## src/rtl/mem_stage_pkg.sv

```systemverilog
// -----------------------------------------------------------------------------
// mem_stage_pkg
// Shared types and helpers for the MEM pipeline stage:
//   mem_size_e   - RISC-V funct3 load/store size encoding
//   mem_state_t  - request FSM states (IDLE, WAIT)
//   norm_funct3  - maps illegal size codes for the current XLEN onto W
//   size_mask    - byte-lane mask for an access size, before lane shifting
// -----------------------------------------------------------------------------
package mem_stage_pkg;

    typedef enum logic [2:0] {
        F3_B  = 3'd0,
        F3_H  = 3'd1,
        F3_W  = 3'd2,
        F3_D  = 3'd3,
        F3_BU = 3'd4,
        F3_HU = 3'd5,
        F3_WU = 3'd6
    } mem_size_e;

    typedef enum logic {
        IDLE = 1'b0,
        WAIT = 1'b1
    } mem_state_t;

    // After normalisation funct3[1:0] is log2(bytes) and funct3[2] means
    // zero-extend; code 7 and the 64-bit-only codes on rv32 become W.
    function automatic logic [2:0] norm_funct3(input logic [2:0] f3, input logic rv64);
        case (f3)
            F3_B, F3_H, F3_W, F3_BU, F3_HU: norm_funct3 = f3;
            F3_D, F3_WU:                    norm_funct3 = rv64 ? f3 : 3'(F3_W);
            default:                        norm_funct3 = 3'(F3_W);
        endcase
    endfunction

    function automatic logic [7:0] size_mask(input logic [2:0] f3);
        case (f3[1:0])
            2'd0:    size_mask = 8'h01;
            2'd1:    size_mask = 8'h03;
            2'd2:    size_mask = 8'h0F;
            default: size_mask = 8'hFF;
        endcase
    endfunction

endpackage

```

## src/rtl/mem_lane_align.sv

```systemverilog
// -----------------------------------------------------------------------------
// mem_lane_align
// Combinational byte-lane steering for the MEM stage.
//   i_funct3     - normalised size/sign code (see mem_stage_pkg::norm_funct3)
//   i_offset     - byte offset inside the XLEN word, already size-aligned
//   i_store_data - store source data (right-justified)
//   i_load_data  - raw memory read word
//   o_be         - byte enables for the store/load lanes
//   o_wdata      - store data replicated across every lane of its size
//   o_load_ext   - selected load lane, sign- or zero-extended to XLEN
// -----------------------------------------------------------------------------
module mem_lane_align
    import mem_stage_pkg::*;
#(
    parameter int XLEN = 32
) (
    input  logic [2:0]                  i_funct3,
    input  logic [$clog2(XLEN/8)-1:0]   i_offset,
    input  logic [XLEN-1:0]             i_store_data,
    input  logic [XLEN-1:0]             i_load_data,
    output logic [XLEN/8-1:0]           o_be,
    output logic [XLEN-1:0]             o_wdata,
    output logic [XLEN-1:0]             o_load_ext
);

    localparam int BE_W = XLEN / 8;

    logic [1:0]      w_size;
    logic            w_unsigned;
    logic [7:0]      w_mask8;
    logic [XLEN-1:0] w_shifted;
    logic            w_msb;
    logic            w_fill;

    assign w_size     = i_funct3[1:0];
    assign w_unsigned = i_funct3[2];
    assign w_mask8    = size_mask(i_funct3);
    assign o_be       = w_mask8[BE_W-1:0] << i_offset;

    // Replicating the source across all lanes puts it in the addressed lane
    // without a separate shifter; the byte enables pick the live bytes.
    always_comb begin
        o_wdata = '0;
        for (int i = 0; i < BE_W; i++) begin
            o_wdata[8*i +: 8] = i_store_data[8*(i & ((1 << w_size) - 1)) +: 8];
        end
    end

    assign w_shifted = i_load_data >> {i_offset, 3'b000};

    always_comb begin
        case (w_size)
            2'd0:    w_msb = w_shifted[7];
            2'd1:    w_msb = w_shifted[15];
            2'd2:    w_msb = w_shifted[31];
            default: w_msb = w_shifted[XLEN-1];
        endcase
    end

    assign w_fill = w_msb & ~w_unsigned;

    always_comb begin
        o_load_ext = '0;
        for (int b = 0; b < XLEN; b++) begin
            o_load_ext[b] = (b < (8 << w_size)) ? w_shifted[b] : w_fill;
        end
    end

endmodule

```

## src/rtl/mem_access_stage_p.sv

```systemverilog
// -----------------------------------------------------------------------------
// mem_access_stage_p
// MEM pipeline stage (rv32i/rv64i) between EX/MEM and MEM/WB.
//   Upstream:   in_valid/in_ready, flush, pc_in, alu_in, rs2_data_in,
//               rs2_idx_in, rd_in, regwrite_in, is_load_in, is_store_in,
//               funct3_in
//   Memory:     dmem_addr/wdata/be/read/write out, dmem_resp/rdata in;
//               a request is held stable until dmem_resp
//   Downstream: out_valid, out_pc, out_rd, out_regwrite, out_result, out_exc
//   rst is asynchronous and active-low.
// Build option MEM_MISALIGN_TRAP_EN: misaligned accesses are not issued and
// complete with out_exc=1 and the faulting address as result. Without it,
// the address is aligned down to the access size and out_exc stays 0.
// -----------------------------------------------------------------------------
module mem_access_stage_p
    import mem_stage_pkg::*;
#(
    parameter int XLEN   = 32,
    parameter int ADDR_W = 32
) (
    input  logic                clk,
    input  logic                rst,
    input  logic                in_valid,
    output logic                in_ready,
    input  logic                flush,
    input  logic [ADDR_W-1:0]   pc_in,
    input  logic [XLEN-1:0]     alu_in,
    input  logic [XLEN-1:0]     rs2_data_in,
    input  logic [4:0]          rs2_idx_in,
    input  logic [4:0]          rd_in,
    input  logic                regwrite_in,
    input  logic                is_load_in,
    input  logic                is_store_in,
    input  logic [2:0]          funct3_in,
    output logic [ADDR_W-1:0]   dmem_addr,
    output logic [XLEN-1:0]     dmem_wdata,
    output logic [XLEN/8-1:0]   dmem_be,
    output logic                dmem_read,
    output logic                dmem_write,
    input  logic                dmem_resp,
    input  logic [XLEN-1:0]     dmem_rdata,
    output logic                out_valid,
    output logic [ADDR_W-1:0]   out_pc,
    output logic [4:0]          out_rd,
    output logic                out_regwrite,
    output logic [XLEN-1:0]     out_result,
    output logic                out_exc
);

    localparam int   BE_W  = XLEN / 8;
    localparam int   OFF_W = $clog2(BE_W);
    localparam logic RV64  = (XLEN == 64);
    localparam logic [ADDR_W-1:0] WORD_MASK = {{(ADDR_W-OFF_W){1'b1}}, {OFF_W{1'b0}}};

    mem_state_t         r_state;
    mem_state_t         w_state_nxt;

    // Request captured when the stage enters WAIT
    logic [ADDR_W-1:0]  r_addr;
    logic [XLEN-1:0]    r_wdata;
    logic [BE_W-1:0]    r_be;
    logic               r_read;
    logic               r_write;
    logic               r_flushed;
    logic [ADDR_W-1:0]  r_pc;
    logic [4:0]         r_rd;
    logic               r_regwrite;
    logic [2:0]         r_funct3;
    logic [OFF_W-1:0]   r_offset;
    logic [XLEN-1:0]    r_alu;

    // Last completed load, for store-data forwarding
    logic               r_fwd_vld;
    logic [4:0]         r_fwd_rd;
    logic [XLEN-1:0]    r_fwd_data;

    logic [2:0]         w_funct3;
    logic [OFF_W-1:0]   w_lowmask;
    logic [ADDR_W-1:0]  w_addr_raw;
    logic [ADDR_W-1:0]  w_addr_al;
    logic [OFF_W-1:0]   w_off_raw;
    logic [OFF_W-1:0]   w_off_al;
    logic               w_mem_op;
    logic               w_trap;
    logic               w_issue;
    logic               w_fwd_hit;
    logic [XLEN-1:0]    w_store_src;
    logic [2:0]         w_lane_f3;
    logic [OFF_W-1:0]   w_lane_off;
    logic [BE_W-1:0]    w_be;
    logic [XLEN-1:0]    w_wdata;
    logic [XLEN-1:0]    w_load_ext;
    logic               w_req_read;
    logic               w_req_write;
    logic               w_in_ready;
    logic               w_done;
    logic [ADDR_W-1:0]  w_c_pc;
    logic [4:0]         w_c_rd;
    logic               w_c_regwrite;
    logic               w_c_load;
    logic [XLEN-1:0]    w_c_result;
    logic               w_c_exc;

    assign w_funct3   = norm_funct3(funct3_in, RV64);
    assign w_lowmask  = OFF_W'((8'd1 << w_funct3[1:0]) - 8'd1);
    assign w_addr_raw = ADDR_W'(alu_in);
    assign w_addr_al  = w_addr_raw & WORD_MASK;
    assign w_off_raw  = alu_in[OFF_W-1:0];
    assign w_off_al   = w_off_raw & ~w_lowmask;
    assign w_mem_op   = in_valid & (is_load_in | is_store_in) & ~flush;

`ifdef MEM_MISALIGN_TRAP_EN
    logic w_misalign;
    assign w_misalign = |(w_off_raw & w_lowmask);
    assign w_trap     = w_mem_op & w_misalign;
`else
    assign w_trap     = 1'b0;
`endif

    assign w_issue     = w_mem_op & ~w_trap;
    assign w_fwd_hit   = r_fwd_vld & (r_fwd_rd != 5'd0) & (rs2_idx_in == r_fwd_rd);
    assign w_store_src = w_fwd_hit ? r_fwd_data : rs2_data_in;

    // In WAIT the lane steering must use the captured size/offset, since the
    // load data arrives while upstream inputs are no longer trusted.
    assign w_lane_f3  = (r_state == WAIT) ? r_funct3 : w_funct3;
    assign w_lane_off = (r_state == WAIT) ? r_offset : w_off_al;

    mem_lane_align #(
        .XLEN (XLEN)
    ) u_lane (
        .i_funct3     (w_lane_f3),
        .i_offset     (w_lane_off),
        .i_store_data (w_store_src),
        .i_load_data  (dmem_rdata),
        .o_be         (w_be),
        .o_wdata      (w_wdata),
        .o_load_ext   (w_load_ext)
    );

    always_comb begin
        w_state_nxt = r_state;
        w_req_read  = 1'b0;
        w_req_write = 1'b0;
        w_in_ready  = 1'b0;
        w_done      = 1'b0;
        case (r_state)
            IDLE: begin
                w_req_read  = w_issue & is_load_in;
                w_req_write = w_issue & is_store_in & ~is_load_in;
                w_in_ready  = ~(w_issue & ~dmem_resp);
                if (in_valid & ~flush) begin
                    if (w_issue & ~dmem_resp) begin
                        w_state_nxt = WAIT;
                    end else begin
                        w_done = 1'b1;
                    end
                end
            end
            WAIT: begin
                // A flushed request stays on the bus until memory answers.
                w_req_read  = r_read;
                w_req_write = r_write;
                if (dmem_resp) begin
                    w_state_nxt = IDLE;
                    w_done      = ~(flush | r_flushed);
                end
            end
            default: w_state_nxt = IDLE;
        endcase
    end

    always_comb begin
        if (r_state == WAIT) begin
            w_c_pc       = r_pc;
            w_c_rd       = r_rd;
            w_c_regwrite = r_regwrite;
            w_c_load     = r_read;
            w_c_result   = r_read ? w_load_ext : r_alu;
            w_c_exc      = 1'b0;
        end else begin
            w_c_pc       = pc_in;
            w_c_rd       = rd_in;
            w_c_regwrite = regwrite_in & ~w_trap;
            w_c_load     = is_load_in;
            w_c_result   = w_trap ? XLEN'(w_addr_raw) : (is_load_in ? w_load_ext : alu_in);
            w_c_exc      = w_trap;
        end
    end

    // Gated with rst so the bus drops the moment reset asserts.
    assign dmem_read  = rst & w_req_read;
    assign dmem_write = rst & w_req_write;
    assign dmem_addr  = (r_state == WAIT) ? r_addr  : w_addr_al;
    assign dmem_wdata = (r_state == WAIT) ? r_wdata : w_wdata;
    assign dmem_be    = (r_state == WAIT) ? r_be    : w_be;
    assign in_ready   = w_in_ready;

    // MEM -> MEM/WB boundary
    always_ff @(posedge clk or negedge rst) begin
        if (!rst) begin
            r_state      <= IDLE;
            r_read       <= 1'b0;
            r_write      <= 1'b0;
            r_flushed    <= 1'b0;
            r_fwd_vld    <= 1'b0;
            r_fwd_rd     <= 5'd0;
            r_fwd_data   <= '0;
            out_valid    <= 1'b0;
            out_pc       <= '0;
            out_rd       <= 5'd0;
            out_regwrite <= 1'b0;
            out_result   <= '0;
            out_exc      <= 1'b0;
        end else begin
            r_state <= w_state_nxt;
            if (r_state == IDLE) begin
                r_read    <= w_req_read;
                r_write   <= w_req_write;
                r_flushed <= 1'b0;
            end else if (flush) begin
                r_flushed <= 1'b1;
            end
            out_valid <= w_done;
            if (w_done) begin
                out_pc       <= w_c_pc;
                out_rd       <= w_c_rd;
                out_regwrite <= w_c_regwrite;
                out_result   <= w_c_result;
                out_exc      <= w_c_exc;
                // Any completion replaces the record; only a good load keeps it valid.
                r_fwd_vld    <= w_c_load & ~w_c_exc;
                r_fwd_rd     <= w_c_rd;
                r_fwd_data   <= w_load_ext;
            end
        end
    end

    // Request capture boundary (data only, qualified by r_state)
    always_ff @(posedge clk) begin
        if (r_state == IDLE) begin
            r_addr     <= w_addr_al;
            r_wdata    <= w_wdata;
            r_be       <= w_be;
            r_pc       <= pc_in;
            r_rd       <= rd_in;
            r_regwrite <= regwrite_in;
            r_funct3   <= w_funct3;
            r_offset   <= w_off_al;
            r_alu      <= alu_in;
        end
    end

endmodule

```

## config.mk

```make
export PLATFORM = sky130hd
export DESIGN_NAME = mem_access_stage_p
export DESIGN_NICKNAME = d
export VERILOG_FILES = /design/src/rtl/mem_stage_pkg.sv /design/src/rtl/mem_lane_align.sv /design/src/rtl/mem_access_stage_p.sv
export SDC_FILE = /design/constraint.sdc
export NUM_CORES = 1
export LEC_CHECK = 0
export BUFFER_PORTS_ARGS = -buffer_cell sky130_fd_sc_hd__buf_2
export CAP_MARGIN = 20
export CORE_MARGIN = 1.5
export CORE_UTILIZATION = 50
export CTS_CLUSTER_DIAMETER = 50
export DETAILED_ROUTE_END_ITERATION = 16
export PLACE_DENSITY = 0.88
export SYNTH_ARGS = -nofsm -noshare
export SYNTH_HDL_FRONTEND = slang
export SYNTH_HIERARCHICAL = 1
export SYNTH_SLANG_ARGS = --single-unit
```

## constraint.sdc

```tcl
create_clock -name clk -period 5.9 [get_ports clk]
set_input_delay 0.885 -clock clk [delete_from_list [all_inputs] [get_ports clk]]
set_output_delay 0.885 -clock clk [all_outputs]
set_load 0.02 [all_outputs]
```

* Word level (Yosys, flattened, before mapping)
Cells that the tools add are included.
** Cells by class
- Shift operators :: 8
- Multiplexer cells :: 61
- $add $sub $neg :: 2
- Reductions and logical operators :: 4
- Eq/ne operators :: 8
- Bitwise gates (word level) :: 23
- Order comparisons :: 32
** Operators with widths (count)
- < comparator 6 x 32 -> 1 bit (first input constant) :: 16
- < comparator 5 x 32 -> 1 bit (first input constant) :: 8
- 2-to-1 mux 32 bit :: 7
- < comparator 4 x 32 -> 1 bit (first input constant) :: 4
- < comparator 3 x 32 -> 1 bit (first input constant) :: 2
- indexed part select 32 x 6 -> 8 bit :: 2
- 2-to-1 mux 1 bit :: 43
- < comparator 1 x 32 -> 1 bit (first input constant) :: 1
- < comparator 2 x 32 -> 1 bit (first input constant) :: 1
- indexed part select 32 x 5 -> 8 bit :: 1
- left shift 4 x 2 -> 32 bit (first input constant) :: 1
- right shift 32 x 5 -> 32 bit :: 1
- bitwise AND 1 bit :: 12
- case mux 4 bit (3 select lines) :: 1
- case mux 1 bit (2 select lines) :: 5
- NOT 1 bit :: 7
- == test 3 bit (second input constant) :: 2
- 2-to-1 mux 3 bit :: 2
- == test 5 bit :: 1
- 2-to-1 mux 5 bit :: 1
- nonzero test 5 bit :: 1
- OR reduction 5 bit :: 1
- 2-to-1 mux 4 bit :: 1
- left shift 1 x 2 -> 2 bit (first input constant) :: 2
- other kinds (14) :: 15
** Word-level totals
- Output and inout bits :: 143
- Word-level logic and storage cells :: 158
- Input bits :: 149
- Bits in registers :: 251

* Depth between registers and ports, before layout
- Word-level depth :: 14
- Depth in mapped cells :: 14
- Mapped depth without buffers :: 9

* Modules after synthesis
Netlist, hierarchy kept.
** By module, submodules not included
- mem_access_stage_p :: sequential area each 5885.6 µm², cells an instance 712, instances 1, area each 10018.4 µm²
- mem_lane_align :: sequential area each 0.0 µm², cells an instance 182, instances 1, area each 1306.3 µm²

* Worst setup path after synthesis
Ideal clock, no wire load.
- Path type :: register -> output
- Start :: reg r_state
- End :: out dmem_be[2]
- Buffers on the path :: 6
- Data arrival time :: 3.093 ns
- Path slack :: 1.922 ns
- Data required time :: 5.015 ns
- Cell stages (with the launch flop) :: 12
- Cells stage by stage :: dfrtp_1 -> buf_2 -> buf_2 -> buf_1 -> inv_1 -> nand2_1 -> o21ai_0 -> buf_6 -> buf_6 -> buf_4 -> a21oi_1 -> mux2_2
** On the way
- Elaborated cells on any way between the ends :: 8
- Classes of those cells :: eq/ne (2); shift (1); mux (4); reduce/logical (1)
** RTL lines
- start: declaration :: RTL line mem_access_stage_p.sv:55 : mem_state_t r_state;
- start signal: assignment :: RTL line mem_access_stage_p.sv:216 : r_state <= w_state_nxt;
- 2-to-1 mux 2 bit
- via w_lane_off[1] :: RTL line mem_access_stage_p.sv:89 : logic [OFF_W-1:0] w_lane_off;
- left shift 4 x 2 -> 4 bit :: RTL line mem_lane_align.sv:38 : assign o_be = w_mask8[BE_W-1:0] << i_offset;
- via w_be[2] :: RTL line mem_access_stage_p.sv:90 : logic [BE_W-1:0] w_be;
- 2-to-1 mux 4 bit
- end: declaration :: RTL line mem_access_stage_p.sv:37 : output logic [XLEN/8-1:0] dmem_be,
The timed path passes the listed nets, and every way through them passes these cells.

* Worst setup path in the final report
- Start :: reg r_state
- End :: out dmem_wdata[13]
** On the way
- Longest elaborated chain between the ends :: 5
** RTL lines
- 2-to-1 mux 3 bit
- via w_lane_f3[1] :: RTL line mem_access_stage_p.sv:88 : logic [2:0] w_lane_f3;
- left shift 1 x 2 -> 2 bit :: RTL line mem_lane_align.sv:45 : o_wdata[8*i +: 8] = i_store_data[8*(i & ((1 << w_size) - 1)) +: 8];
- subtractor 2 bit
- indexed part select 32 x 5 -> 8 bit :: RTL line mem_lane_align.sv:45
- via w_wdata[13] :: RTL line mem_access_stage_p.sv:91 : logic [XLEN-1:0] w_wdata;
- 2-to-1 mux 32 bit
- end: declaration :: RTL line mem_access_stage_p.sv:36 : output logic [XLEN-1:0] dmem_wdata,
The timed path passes the listed nets, and every way through them passes these cells.

==> impl_metrics.toml <==
[floorplanning]
die_area_um2 = 23600
start_util = 0.514
die_w_um = 153
core_area_um2 = 22000
die_h_um = 153
ioPinCount = 292
num_rows = 54

[synth]
synth_cells = 894
synth_cell_types = 46
syn-cell-area_um2 = 11300
muxShareOfSynthArea = 0.306
ys.warnings.count = 6
async_reset_ff_frac = 0.430
synth_ff_type = "dfxtp_1"
synth_compound_area_frac = 0.0707
avgSynthCellArea_um2 = 12.7
ys_seq_area_frac = 0.520
synthAdderAreaFrac = 0
syn_nets = 1043
synth_xor_area_frac = 0.00387
ys_seq_elements = 251
synth_top_family_by_area = "multiplexers"
synth_edf_count = 32
synth-simple-area-share = 0.0620

[cts]
htree_levels = 1
cts_made_buffers = 31
path_clk_slew_ps = 50
cts-resized-gates = 0
clock_latency_ps = 540
root_buffer = "clkbuf_16"
clock_path_buffers = 3
cts_tree = "done"
cts_setup_buffers = 0
ctsHoldBuffers = 0
clock-sinks = 251

[route]
vias = 8185
detail_route.wl_per_cell_um = 20.0
drc = 0
firstDrtPassIters = 5
ant_nets = 0
viasPerCell = 5.58
drtIter0Drc = 581
wl_um = 29400

[timing]
fin_setup_tns_ps = 0
skew_ps = 17.2
rsz0062_at_grt = "false"
setup_viol_count_final = 0
fmax_mhz = 221
slew_headroom = 0.395
period_share = 0.768
post-route-worst-setup-slack_ps = 1370
worst_pin_slew_ps = 908
slew_viol_final = 0
min_period_ps = 4530
final-hold-violation-count = 0

[critical_path]
crit_slowest_cell = "dfrtp_4"
cp_num_buf_inv = 1
cp-start-kind = "register"
crit_path_end_kind = "output port"
r2r_end = "out_result[9]$_DFFE_PN0P_"
rr_worst_depth = 7
crit_fanout = 62
critPathMostFrequentCell = "mux2_2"
cp-startpoint = "r_state$_DFF_PN0_"
endpoint = "dmem_wdata[13]"
arrival_ps = 3640
cp.depth = 5
crit_family = "multiplexers"
r2r_slack_ps = 2110
reg2reg_from = "r_state$_DFF_PN0_"
crit_required_ps = 5020
slowest_delay_ps = 930
crit_chain = "mux2_2 -> or2_1 -> mux2_2 -> mux2_2 -> buf_2"
crit_type = "reg -> out"

[power]
p_leak_nw = 5.98
total_power_mw = 5.34
powerDensity_nw_per_um2 = 386
max-vdd-ir-drop_mv = 0.256

[final_layout]
areaGrowthSynthToFinish_pct = 22.3
register_area_um2 = 5890
final_core_util = 0.629
fill_cells = 1662
drive_above_1_share = 0.484
multiInputGateArea_um2 = 5030
nets = 1305
layout.cells.non_filler = 1468

[placement]
dpl.cell_count = 1403
pre_cts_slack_ps = 1860
routabilityCongestion = 0.871
dp_hpwl_um = 20700
io_buffers = 290

[grt]
antenna_found_initial = 11
grt_usage = 0.246
grt_max_degree = 84
grt_remaining_overflow = 0
grt_pass1_wl_um = 45700
grt_pass1_vias = 8299

[hold_path]
hp-class = "in -> async"

[status]
outcome = "finished, final reports clean"

[flow_run]
drv_cap = 0
-- worst min-delay path by stage --
stage	from	end	slack (ps)	cells after the start
2_1_floorplan	r_pc[29]$_DFF_P_	r_pc[29]$_DFF_P_	450	1
3_3_place_gp	r_addr[0]$_DFF_P_	r_addr[0]$_DFF_P_	440	1
5_1_grt	r_addr[10]$_DFF_P_	r_addr[10]$_DFF_P_	480	1
6_report	rst	r_fwd_rd[2]$_DFFE_PN0P_	430	1
4_1_cts	rst	out_result[31]$_DFFE_PN0P_	450	1
3_5_place_dp	r_addr[1]$_DFF_P_	r_addr[1]$_DFF_P_	450	1
-- power by group --
part | internal [mW] | leakage [nW] | total [mW] | switching, mW
Combinational | 0.528 | 2.93 | 1.26 | 0.730
Sequential | 2.08 | 2.56 | 2.26 | 0.185
Clock | 1.11 | 0.492 | 1.82 | 0.716
Total | 3.71 | 5.98 | 5.34 | 1.63
-- layout by cell type, fill, tap and decap left out, types with 2 or more instances in the layout --
master,count
mux2_2,201
a211oi_1,39
nor2_2,2
a21oi_1,59
o21ai_0,11
buf_4,13
inv_1,2
edfxtp_1,32
or2_2,7
dfxtp_1,111
mux2i_1,47
mux2_1,62
clkbuf_8,3
nand3_1,2
a22o_1,3
nand4_1,15
dfrtp_1,106
mux2_4,2
clkinv_2,5
inv_8,2
buf_2,289
and2_1,4
clkbuf_16,33
diode_2,8
nor2b_1,43
clkbuf_1,11
xnor2_1,4
nand2_1,31
nor2_1,13
nand2b_1,2
-- cells in the mapped netlist (4+ instances only) --
cell	number	share of area
nor2_1	13	0.0043
mux2_2	201	0.20
clkbuf_1	10	0.0033
mux2i_1	47	0.042
and2_1	4	0.0022
buf_2	29	0.013
o21ai_0	13	0.0057
buf_6	4	0.0040
a211oi_1	39	0.026
mux2_1	62	0.062
buf_1	9	0.0030
dfrtp_1	108	0.24
buf_4	21	0.014
nand4_1	15	0.0083
xnor2_1	4	0.0031
dfxtp_1	111	0.20
nor2b_1	43	0.024
a21oi_1	59	0.026
nand2_1	31	0.010
edfxtp_1	32	0.085
or2_2	7	0.0039
-- final cells by class --
type	instances	share of cell area
Multi-Input combinational cell	568	0.364
Sequential cell	251	0.425
Clock inverter	10	0.00678
Clock buffer	47	0.0656
Antenna cell	8	0.00145
Tap cell	280	0.0253
Timing Repair Buffer	302	0.111
Inverter	2	0.000542
-- worst reg2reg max path, cell delays in order (launching register included) --
cell and delay, ps:
dfrtp_4 930, mux2_2 690, or2_1 560, a221oi_4 500, a21oi_1 230, a211oi_1 320
a21oi_1 70, mux2_1 370
-- kinds of logic (layout without fill, tap and decap cells) --
| group | count (synthesis) | after routing |
|---|---|---|
| compound gates | 124 | 124 |
| buf+inv | 75 | 361 |
| mux | 312 | 312 |
| xor+xnor | 5 | 5 |
| flops | 251 | 251 |
| simple gates | 126 | 126 |
| other cells | 1 | 9 |
-- registers in the layout, indices dropped and copies added (netlist names) --
| name | cells |
|---|---|
| out_pc | 32 |
| out_regwrite | 1 |
| out_result | 32 |
| out_valid | 1 |
| r_addr | 32 |
| r_alu | 32 |
| r_be | 4 |
| r_flushed | 1 |
| r_funct3 | 3 |
| r_fwd_data | 32 |
| r_fwd_rd | 5 |
| r_fwd_vld | 1 |
| r_offset | 2 |
| r_pc | 32 |
| r_rd | 5 |
| r_read | 1 |
| r_regwrite | 1 |
| r_state | 1 |
| r_wdata | 32 |
| r_write | 1 |
-- per-layer routing --
metal / routed length [um] / track usage / vias up
met4: 992 / 0.0925 / 6
met2: 14500 / 0.432 / 364
met1: 11500 / 0.291 / 3950
met5: 30 / 0 / -
met3: 2380 / 0.0592 / 81
li1: - / - / 3784
-- stage by stage --
stage | instance area, um2 | hold slack (ps)
after floorplan | 11300 | 445
after global placement | 12800 | 440
after detailed placement | 12800 | 449
after CTS | 13800 | 452
after global routing | 13800 | 479
final | 13800 | 429
Power figures use the tool's default switching activity.
